===== config.mk =====
export PLATFORM = sky130hd
export DESIGN_NAME = fetch_stage
export DESIGN_NICKNAME = d
export VERILOG_FILES = /design/src/rtl/fetch_stage.sv
export SDC_FILE = /design/constraint.sdc
export NUM_CORES = 1
export LEC_CHECK = 0
export CAP_MARGIN = 20
export CORE_ASPECT_RATIO = 1.1
export CORE_UTILIZATION = 50
export CTS_CLUSTER_SIZE = 30
export DETAILED_ROUTE_END_ITERATION = 6
export GPL_ROUTABILITY_DRIVEN = 0
export HOLD_SLACK_MARGIN = 0.08
export PLACE_DENSITY = 0.8
export REMOVE_ABC_BUFFERS = 1
export SLEW_MARGIN = 20
export SYNTH_ARGS = -nofsm -noshare
export SYNTH_HDL_FRONTEND = slang
export SYNTH_SLANG_ARGS = --single-unit

===== constraint.sdc =====
create_clock -name clk -period 3.2 [get_ports clk]
set_clock_uncertainty 0.15 [all_clocks]
set_input_delay 0.64 -clock clk [delete_from_list [all_inputs] [get_ports clk]]
set_output_delay 0.64 -clock clk [all_outputs]
set_load 0.05 [all_outputs]

===== src/rtl/fetch_stage.sv =====
// Instruction-fetch stage: owns the PC, issues I-cache reads and loads the IF/ID register.
// Handles miss latency, decode back-pressure via a one-entry buffer, redirects and HALT.
module fetch_stage #(
    parameter logic [15:0] RESET_PC = 16'h0000,
    parameter logic [15:0] NOP_INST = 16'h0800,
    parameter logic [4:0]  HALT_OPC = 5'b00000
) (
    input  logic        clk,
    input  logic        rst,
    input  logic        dec_stall,
    input  logic        redirect_en,
    input  logic [15:0] redirect_pc,
    input  logic        icache_stall,
    input  logic        icache_done,
    input  logic [15:0] icache_data,
    output logic        icache_rd,
    output logic [15:0] icache_addr,
    output logic [15:0] fetch_pc,
    output logic [15:0] if_id_inst,
    output logic [15:0] if_id_pc2,
    output logic        if_id_valid,
    output logic        halt_fetched
);

    typedef enum logic [2:0] {FETCH, WAIT, HOLD, SQUASH, HALTED} state_t;

    state_t      state;
    logic [15:0] pc;
    logic [15:0] buf_inst;
    logic [15:0] buf_pc2;
    logic [15:0] pc_plus2;
    logic        complete;
    logic        data_is_halt;
    logic        buf_is_halt;
    logic        outstanding;

    assign pc_plus2     = pc + 16'd2;
    assign icache_rd    = (state == FETCH) && !icache_stall && !rst;
    assign icache_addr  = pc;
    assign fetch_pc     = pc;
    assign complete     = (icache_rd && icache_done) || ((state == WAIT) && icache_done);
    assign data_is_halt = (icache_data[15:11] == HALT_OPC);
    assign buf_is_halt  = (buf_inst[15:11] == HALT_OPC);
    // A request still awaits its response after this edge.
    assign outstanding  = ((state == WAIT) || (state == SQUASH) || icache_rd) && !icache_done;

    always_ff @(posedge clk or posedge rst) begin
        if (rst) begin
            state        <= FETCH;
            pc           <= RESET_PC;
            buf_inst     <= NOP_INST;
            buf_pc2      <= RESET_PC;
            if_id_inst   <= NOP_INST;
            if_id_pc2    <= RESET_PC;
            if_id_valid  <= 1'b0;
            halt_fetched <= 1'b0;
        end else if (redirect_en) begin
            pc           <= redirect_pc;
            buf_inst     <= NOP_INST;
            if_id_inst   <= NOP_INST;
            if_id_valid  <= 1'b0;
            halt_fetched <= 1'b0;
            state        <= outstanding ? SQUASH : FETCH;
        end else if (complete) begin
            // HALT keeps the PC pointing at itself.
            if (!data_is_halt) begin
                pc <= pc_plus2;
            end
            if (!dec_stall) begin
                if_id_inst   <= icache_data;
                if_id_pc2    <= pc_plus2;
                if_id_valid  <= 1'b1;
                halt_fetched <= data_is_halt;
                state        <= data_is_halt ? HALTED : FETCH;
            end else begin
                buf_inst <= icache_data;
                buf_pc2  <= pc_plus2;
                state    <= HOLD;
            end
        end else if ((state == HOLD) && !dec_stall) begin
            if_id_inst   <= buf_inst;
            if_id_pc2    <= buf_pc2;
            if_id_valid  <= 1'b1;
            halt_fetched <= buf_is_halt;
            state        <= buf_is_halt ? HALTED : FETCH;
        end else begin
            if (!dec_stall) begin
                if_id_inst  <= NOP_INST;
                if_id_valid <= 1'b0;
            end
            case (state)
                FETCH:   if (icache_rd) state <= WAIT;
                SQUASH:  if (icache_done) state <= FETCH;
                default: ;
            endcase
        end
    end

endmodule


# After elaboration in Yosys (flattened, before gate mapping)
# Cells that the tools add are included.
[word_totals]
ff_bits = 85
word_cells = 80
[op_classes]
add_sub_neg = 1
eq_ne = 9
mux = 33
bitwise_logic = 1
reduce_logical = 28
[op_table]
columns = ["operator", "n"]
rows = [
  ["2-to-1 mux 16 bit", 14],
  ["2-to-1 mux 3 bit", 8],
  ["adder 16 x 2 -> 16 bit, second input constant", 1],
  ["logical NOT 5 bit", 2],
  ["inequality test 5 x 4 -> 1 bit, second input constant", 2],
  ["2-to-1 mux 1 bit", 9],
  ["AND reduction 3 bit", 3],
  ["AND reduction 2 bit", 4],
  ["equality test 3 x 2 -> 1 bit, second input constant", 2],
  ["logical AND 1 bit", 6],
  ["case mux 3 bit (2 select lines)", 1],
  ["nonzero test 2 bit", 3],
  ["nonzero test 5 bit", 1],
  ["logical NOT 1 bit", 4],
  ["inequality test 2 bit, second input constant", 2],
  ["equality test 3 x 1 -> 1 bit, second input constant", 1],
  ["logical NOT 3 bit", 1],
  ["logical OR 1 bit", 3],
  ["inequality test 3 x 1 -> 1 bit, second input constant", 1],
  ["inequality test 3 bit, second input constant", 1],
  ["nonzero test 3 bit", 1],
  ["2-to-1 mux 2 bit", 1],
  ["inverter 1 bit", 1],
]

# Depth between registers and ports, before layout
# Gate-level depths: netlist of the first run.
[depth]
word_depth = 8
mapped_depth = 6

# Worst setup path after synthesis of the first run
# No wires, ideal clock.
[synth_path]
path_type = "input-to-output"
startpoint = "input port icache_stall"
endpoint = "output port icache_rd"
arrival_ns = 1.998
setup_slack_ns = 0.412
path_stages = 2
n_path_buf = 0
cell_sequence = "nor3_1 > nor3b_1"
[synth_between]
elab_chain_cells = 3
[synth_rtl]
columns = ["item", "line", "source"]
rows = [
  ["start: declaration", "13", "input logic icache_stall,"],
  ["logical NOT 1 bit", "38", "assign icache_rd = (state == FETCH) && !icache_stall && !rst;"],
  ["logical AND 1 bit (2 in series)", "38", ""],
  ["end: declaration", "16", "output logic icache_rd,"],
]
# No other way between the ends.

# Worst setup path after layout of the first run
[layout_path]
startpoint = "input port rst"
endpoint = "output port icache_rd"
[layout_between]
elab_chain_cells = 2
[layout_rtl]
columns = ["item", "line", "source"]
rows = [
  ["start: declaration", "9", "input logic rst,"],
  ["logical NOT 1 bit (no source line)", "-", ""],
  ["logical AND 1 bit", "38", ""],
]
# No other way between the ends.

==> results.json, run 1 <==
{
  "cp_slowest_stage_delay_ns": 0.45,
  "crit_buf_inv": 2,
  "synth_area_sq_um": 4290,
  "cts_made_buffers": 9,
  "finalPower_mw": 3.42,
  "required_ns": 2.41,
  "synth_cell_types": 49,
  "synthAdderAreaFrac_pct": 0.292,
  "wl_microns": 11400,
  "drc_errors": 0,
  "status": "complete, no violations",
  "maxCapViolations": 0,
  "die_h_microns": 99.1,
  "ant_nets": 0,
  "cp.arrival_ns": 1.86,
  "synth_xor_area_share_pct": 1.63,
  "synth_top_family_by_area": "compound AO/OA/AOI/OAI gates",
  "cts_tree": "done",
  "fin_area_sq_um": 5540,
  "finalCritPeriodShare_pct": 82.9,
  "dieArea_sq_um": 8950,
  "synth_simple_gate_area_share_pct": 18.9,
  "area_growth_pct": 29.3,
  "avgSynthCellArea_sq_um": 9.42,
  "multi_input_area_sq_um": 1820,
  "clock.fmax_ghz": 0.377,
  "first_global_vias": 3779,
  "overflow": 0,
  "ys.flop_type": "dfrtp_1",
  "dp_slack_ns": 0.296,
  "crit_chain": "clkdlybuf4s50_1, nor3_1, nor3b_1, buf_12",
  "path_clk_slew_ns": 0.08,
  "final_core_util_pct": 66.3,
  "grt_setup_unrepaired": "false",
  "drive_above_1_share_pct": 7.99,
  "setup_viol": 0,
  "port_buffers": 104,
  "io_pins": 105,
  "fill_cells": 650,
  "cp_top_family": "buffers and inverters",
  "synth-edff-count": 0,
  "seq_area_frac_synth_pct": 49.7,
  "antenna_found_initial": 0,
  "initial_core_util_pct": 51.3,
  "grt_pass1_wl_microns": 18700,
  "clkLatencyLatePin_ns": 0.36,
  "path_class": "in -> out",
  "setup_tns_ns": 0,
  "root_buffer": "clkbuf_8",
  "hold_class": "reg -> reg",
  "relSlewSlack_pct": 57.1,
  "htree_num_levels": 3,
  "synth.area.mux_share_pct": 2.25,
  "clock-sinks": 85,
  "synth_seq_cells": 85,
  "ff_latch_area_sq_um": 2130,
  "rows": 35,
  "yosys_warnings": 0,
  "synth_compound_area_share_pct": 19.4,
  "grt_max_degree": 86,
  "vdd_drop_max_mv": 0.272,
  "core_area_sq_um": 8360,
  "start_kind": "input port",
  "drt_first_pass_iters": 5,
  "drv_slew": 0,
  "grt_usage_pct": 26.1,
  "hold_viol_final": 0,
  "slowest_stage": "clkdlybuf4s50_1",
  "place_area_sq_um": 5350,
  "post_cts_resized": 0,
  "leakagePower_nw": 2.31,
  "crit_fanout": 3,
  "max_slew.worst_pin.slew_ns": 0.638,
  "async_flop_share_pct": 100,
  "fin_nets": 572,
  "cts_hold_buf": 0,
  "fin_crit_ns": 2.65,
  "finalWorstSetupSlack_ns": 0.547,
  "end_kind": "primary output",
  "hpwl_microns": 7730,
  "first_iter_violations": 322,
  "vias": 3972,
  "n_antenna_cell": 0,
  "syn_inst": 455,
  "power_density_nw_per_um2": 617,
  "cts_setup_buffers": 0,
  "die_x_microns": 90.3,
  "cts_max_path_buffers": 2,
  "drt-vias-per-instance": 6.12,
  "wl_per_cell_microns": 17.6
}
[where the power goes]
part	switching, mW	internal [mW]
clock network	0.409	0.365
registers	0.143	1.26
logic	0.803	0.441
total	1.36	2.06
[layer usage]
metal	wire length (microns)	vias to the layer above	GRT usage, %
li1	-	1807	-
met1	4630	1910	34.2
met2	5490	234	43.6
met3	1050	21	5.96
met4	238	0	7.94
met5	0	-	0
[flip-flops by register name, summed over array words and instances, names as in the netlist]
register      count
buf_inst         16
buf_pc2          16
fetch_pc         16
if_id_inst       16
if_id_pc2        16
state             3
halt_fetched      1
if_id_valid       1
[cells in the mapped netlist, types with 4 or more instances]
library cell,n,share of area [%]
buf_4,17,3.0
o211ai_1,6,1.1
a221oi_1,15,3.1
clkbuf_1,25,2.2
nand3_1,15,1.8
buf_2,10,1.2
nand4b_1,5,1.0
inv_1,16,1.4
o21ai_0,30,3.5
nand2_1,28,2.5
dfrtp_1,83,48
xnor2_1,6,1.2
or4_1,7,1.2
a31oi_1,11,1.6
a21oi_1,13,1.5
mux2i_1,4,0.93
nor2_1,45,3.9
nor3_1,35,4.1
a22o_1,15,3.1
o31ai_1,11,1.9
mux2_2,5,1.3
nand4_1,10,1.5
[tightest hold or removal path, stage by stage, from the launching register on]
cell     delay, ns
dfstp_2       0.38
inv_1         0.04
a21oi_1       0.05
[stage by stage]
step / cells / hold slack, ns
after floorplan: 403 / 0.294
after global placement: 633 / 0.311
after detailed placement: 633 / 0.316
after CTS: 649 / 0.329
after global routing: 649 / 0.355
final: 649 / 0.325
[area by class of cell]
class	count	share of cell area, %
clock buffer	9	2.23
inverter	17	1.17
tap	111	2.51
timing repair buffer	119	21.4
multi-input combinational	301	32.9
sequential	85	38.4
clock inverter	7	1.33
[kinds of logic after synthesis]
group           Yosys count
simple gates            163
compound gates          120
flops                    85
buf+inv                  69
mux                       9
xor+xnor                  8
fa+ha+maj                 1
[path summary, 6_finish.rpt]
kind	start	to	slack (ns)	depth (start not counted)
setup / recovery	rst	icache_rd	0.55	4
hold / removal	buf_inst[11]	buf_inst[11]	0.33	2
setup reg to reg	fetch_pc[1]	if_id_pc2[11]	0.85	5
hold reg to reg	buf_inst[11]	buf_inst[11]	0.33	2
max in group asynchronous	rst	if_id_inst[11]	1.91	3
min in group asynchronous	rst	buf_pc2[5]	0.59	3
[placed cells by master, fill, tap and decap left out, types with 5 or more instances in the layout]
cell,n
a31oi_1,11
nand4_1,10
a21oi_1,13
a22o_1,15
clkbuf_8,9
clkdlybuf4s50_1,103
inv_1,15
or4_1,7
o211ai_1,6
nor2_1,45
nand4b_1,5
xnor2_1,6
a221oi_1,15
o21ai_0,30
nand2_1,28
dfrtp_1,83
buf_4,13
nor3_1,35
nand3_1,15
o31ai_1,11
mux2_2,5
No activity file was read; power rests on OpenSTA's default activity.
==> run 2, diff against run 1 <==
==> constraint.sdc (replaced) <==
create_clock -name clk -period 2.7 [get_ports clk]
set_clock_uncertainty 0.15 [all_clocks]
set_input_delay 0.54 -clock clk [delete_from_list [all_inputs] [get_ports clk]]
set_output_delay 0.54 -clock clk [all_outputs]
set_load 0.05 [all_outputs]
==> results.json, run 2 (same netlist as run 1, synthesis figures left out) <==
{
  "clock.fmax_ghz": 0.402,
  "drt_first_pass_iters": 5,
  "initial_core_util_pct": 51.3,
  "hpwl_microns": 7890,
  "crit_buf_inv": 1,
  "dp_slack_ns": 0.0800,
  "start_kind": "flip-flop",
  "cts_made_buffers": 9,
  "grt_pass1_wl_microns": 18700,
  "post_cts_resized": 0,
  "grt_max_degree": 35,
  "power_density_nw_per_um2": 718,
  "status": "complete, no violations",
  "fin_nets": 579,
  "drt-vias-per-instance": 5.98,
  "fill_cells": 650,
  "port_buffers": 104,
  "path_class": "reg -> out",
  "leakagePower_nw": 2.36,
  "vdd_drop_max_mv": 0.311,
  "crit_fanout": 11,
  "cp.arrival_ns": 1.80,
  "timing.hold.ws_ns": 0.332,
  "first_iter_violations": 230,
  "cts_tree": "done",
  "reg2reg_depth": 5,
  "ant_nets": 0,
  "grt_setup_unrepaired": "false",
  "overflow": 0,
  "reg2reg_slack_ns": 0.40,
  "clkLatencyLatePin_ns": 0.36,
  "fin_cells": 656,
  "maxCapViolations": 0,
  "max_slew.worst_pin.slew_ns": 0.638,
  "finalWorstSetupSlack_ns": 0.211,
  "n_antenna_cell": 0,
  "die_h_microns": 99.1,
  "clock-sinks": 85,
  "path_clk_slew_ns": 0.08,
  "finalCritPeriodShare_pct": 92.2,
  "slowest_stage": "clkdlybuf4s50_1",
  "cts_hold_buf": 0,
  "vias": 3921,
  "relSlewSlack_pct": 57.1,
  "hold_viol_final": 0,
  "required_ns": 2.01,
  "drv_slew": 0,
  "dp.cells": 640,
  "core_area_sq_um": 8360,
  "crit_chain": "clkdlybuf4s50_1",
  "wl_per_cell_microns": 17.1,
  "die_x_microns": 90.3,
  "cp-startpoint": "fetch_pc[4]",
  "final_cell_mix": "clkdlybuf4s50_1 (103), dfrtp_1 (83), nor2_1 (45)",
  "dieArea_sq_um": 8950,
  "wl_microns": 11200,
  "grt_usage_pct": 26.3,
  "final_core_util_pct": 67.4,
  "setup_tns_ns": 0,
  "cts_setup_buffers": 0,
  "cp.depth": 1,
  "finalPower_mw": 4.05,
  "fin_area_sq_um": 5640,
  "area_growth_pct": 31.5,
  "hold_class": "reg -> reg",
  "htree_num_levels": 3,
  "drive_above_1_share_pct": 8.81,
  "cp-endpoint": "icache_addr[4]",
  "regToRegStartpoint": "fetch_pc[2]",
  "r2r_end": "if_id_pc2[11]",
  "rows": 35,
  "cp_top_family": "buffers and inverters",
  "final_common_cell": "clkdlybuf4s50_1",
  "antenna_found_initial": 0,
  "io_pins": 105,
  "cts_max_path_buffers": 2,
  "fin_crit_ns": 2.49,
  "cp_slowest_stage_delay_ns": 0.88,
  "place_area_sq_um": 5450,
  "drc_errors": 0,
  "end_kind": "primary output",
  "setup_viol": 0,
  "root_buffer": "clkbuf_8",
  "first_global_vias": 3869
}
[run 2: power breakdown]
part,leakage (nW),switching (mW),total [mW],internal (mW)
combinational,1.19,0.955,1.49,0.540
clock,0.0964,0.442,0.893,0.451
sequential,1.07,0.169,1.66,1.49
[run 2: layout make-up]
| class | instances | area [sq um] | area share [%] |
|---|---|---|---|
| tap | 111 | 139 | 2.46 |
| multi-input combinational | 301 | 1820 | 32.3 |
| timing repair buffer | 126 | 1290 | 22.9 |
| clock buffer | 12 | 145 | 2.57 |
| clock inverter | 4 | 47.5 | 0.843 |
| inverter | 17 | 65.1 | 1.15 |
| sequential | 85 | 2130 | 37.8 |
[run 2: worst reg2reg max path, cell delays in order, from the launching register on]
cell and delay, ns:
dfrtp_1 0.44, ha_1 0.34, nand4_1 0.30, nor3_1 0.55
nand3_1 0.13, a32o_1 0.27
[run 2: worst min path at each step]
| stage | startpoint | slack [ns] | endpoint | depth (start not counted) |
|---|---|---|---|---|
| 6_report | buf_inst[11] | 0.33 | buf_inst[11] | 2 |
| 5_1_grt | buf_inst[11] | 0.35 | buf_inst[11] | 2 |
| 3_5_place_dp | buf_inst[11] | 0.32 | buf_inst[11] | 2 |
| 2_1_floorplan | buf_inst[11] | 0.29 | buf_inst[11] | 2 |
| 3_3_place_gp | buf_inst[11] | 0.31 | buf_inst[11] | 2 |
| 4_1_cts | buf_inst[11] | 0.34 | buf_inst[11] | 2 |
[run 2: routing by layer]
metal / vias up / GRT usage [%] / share of wire, %
met5: - / 0 / 0
met4: 0 / 11.8 / 1.9
met3: 23 / 4.51 / 7.6
met2: 185 / 44.2 / 50
met1: 1888 / 33.5 / 41
li1: 1825 / - / -
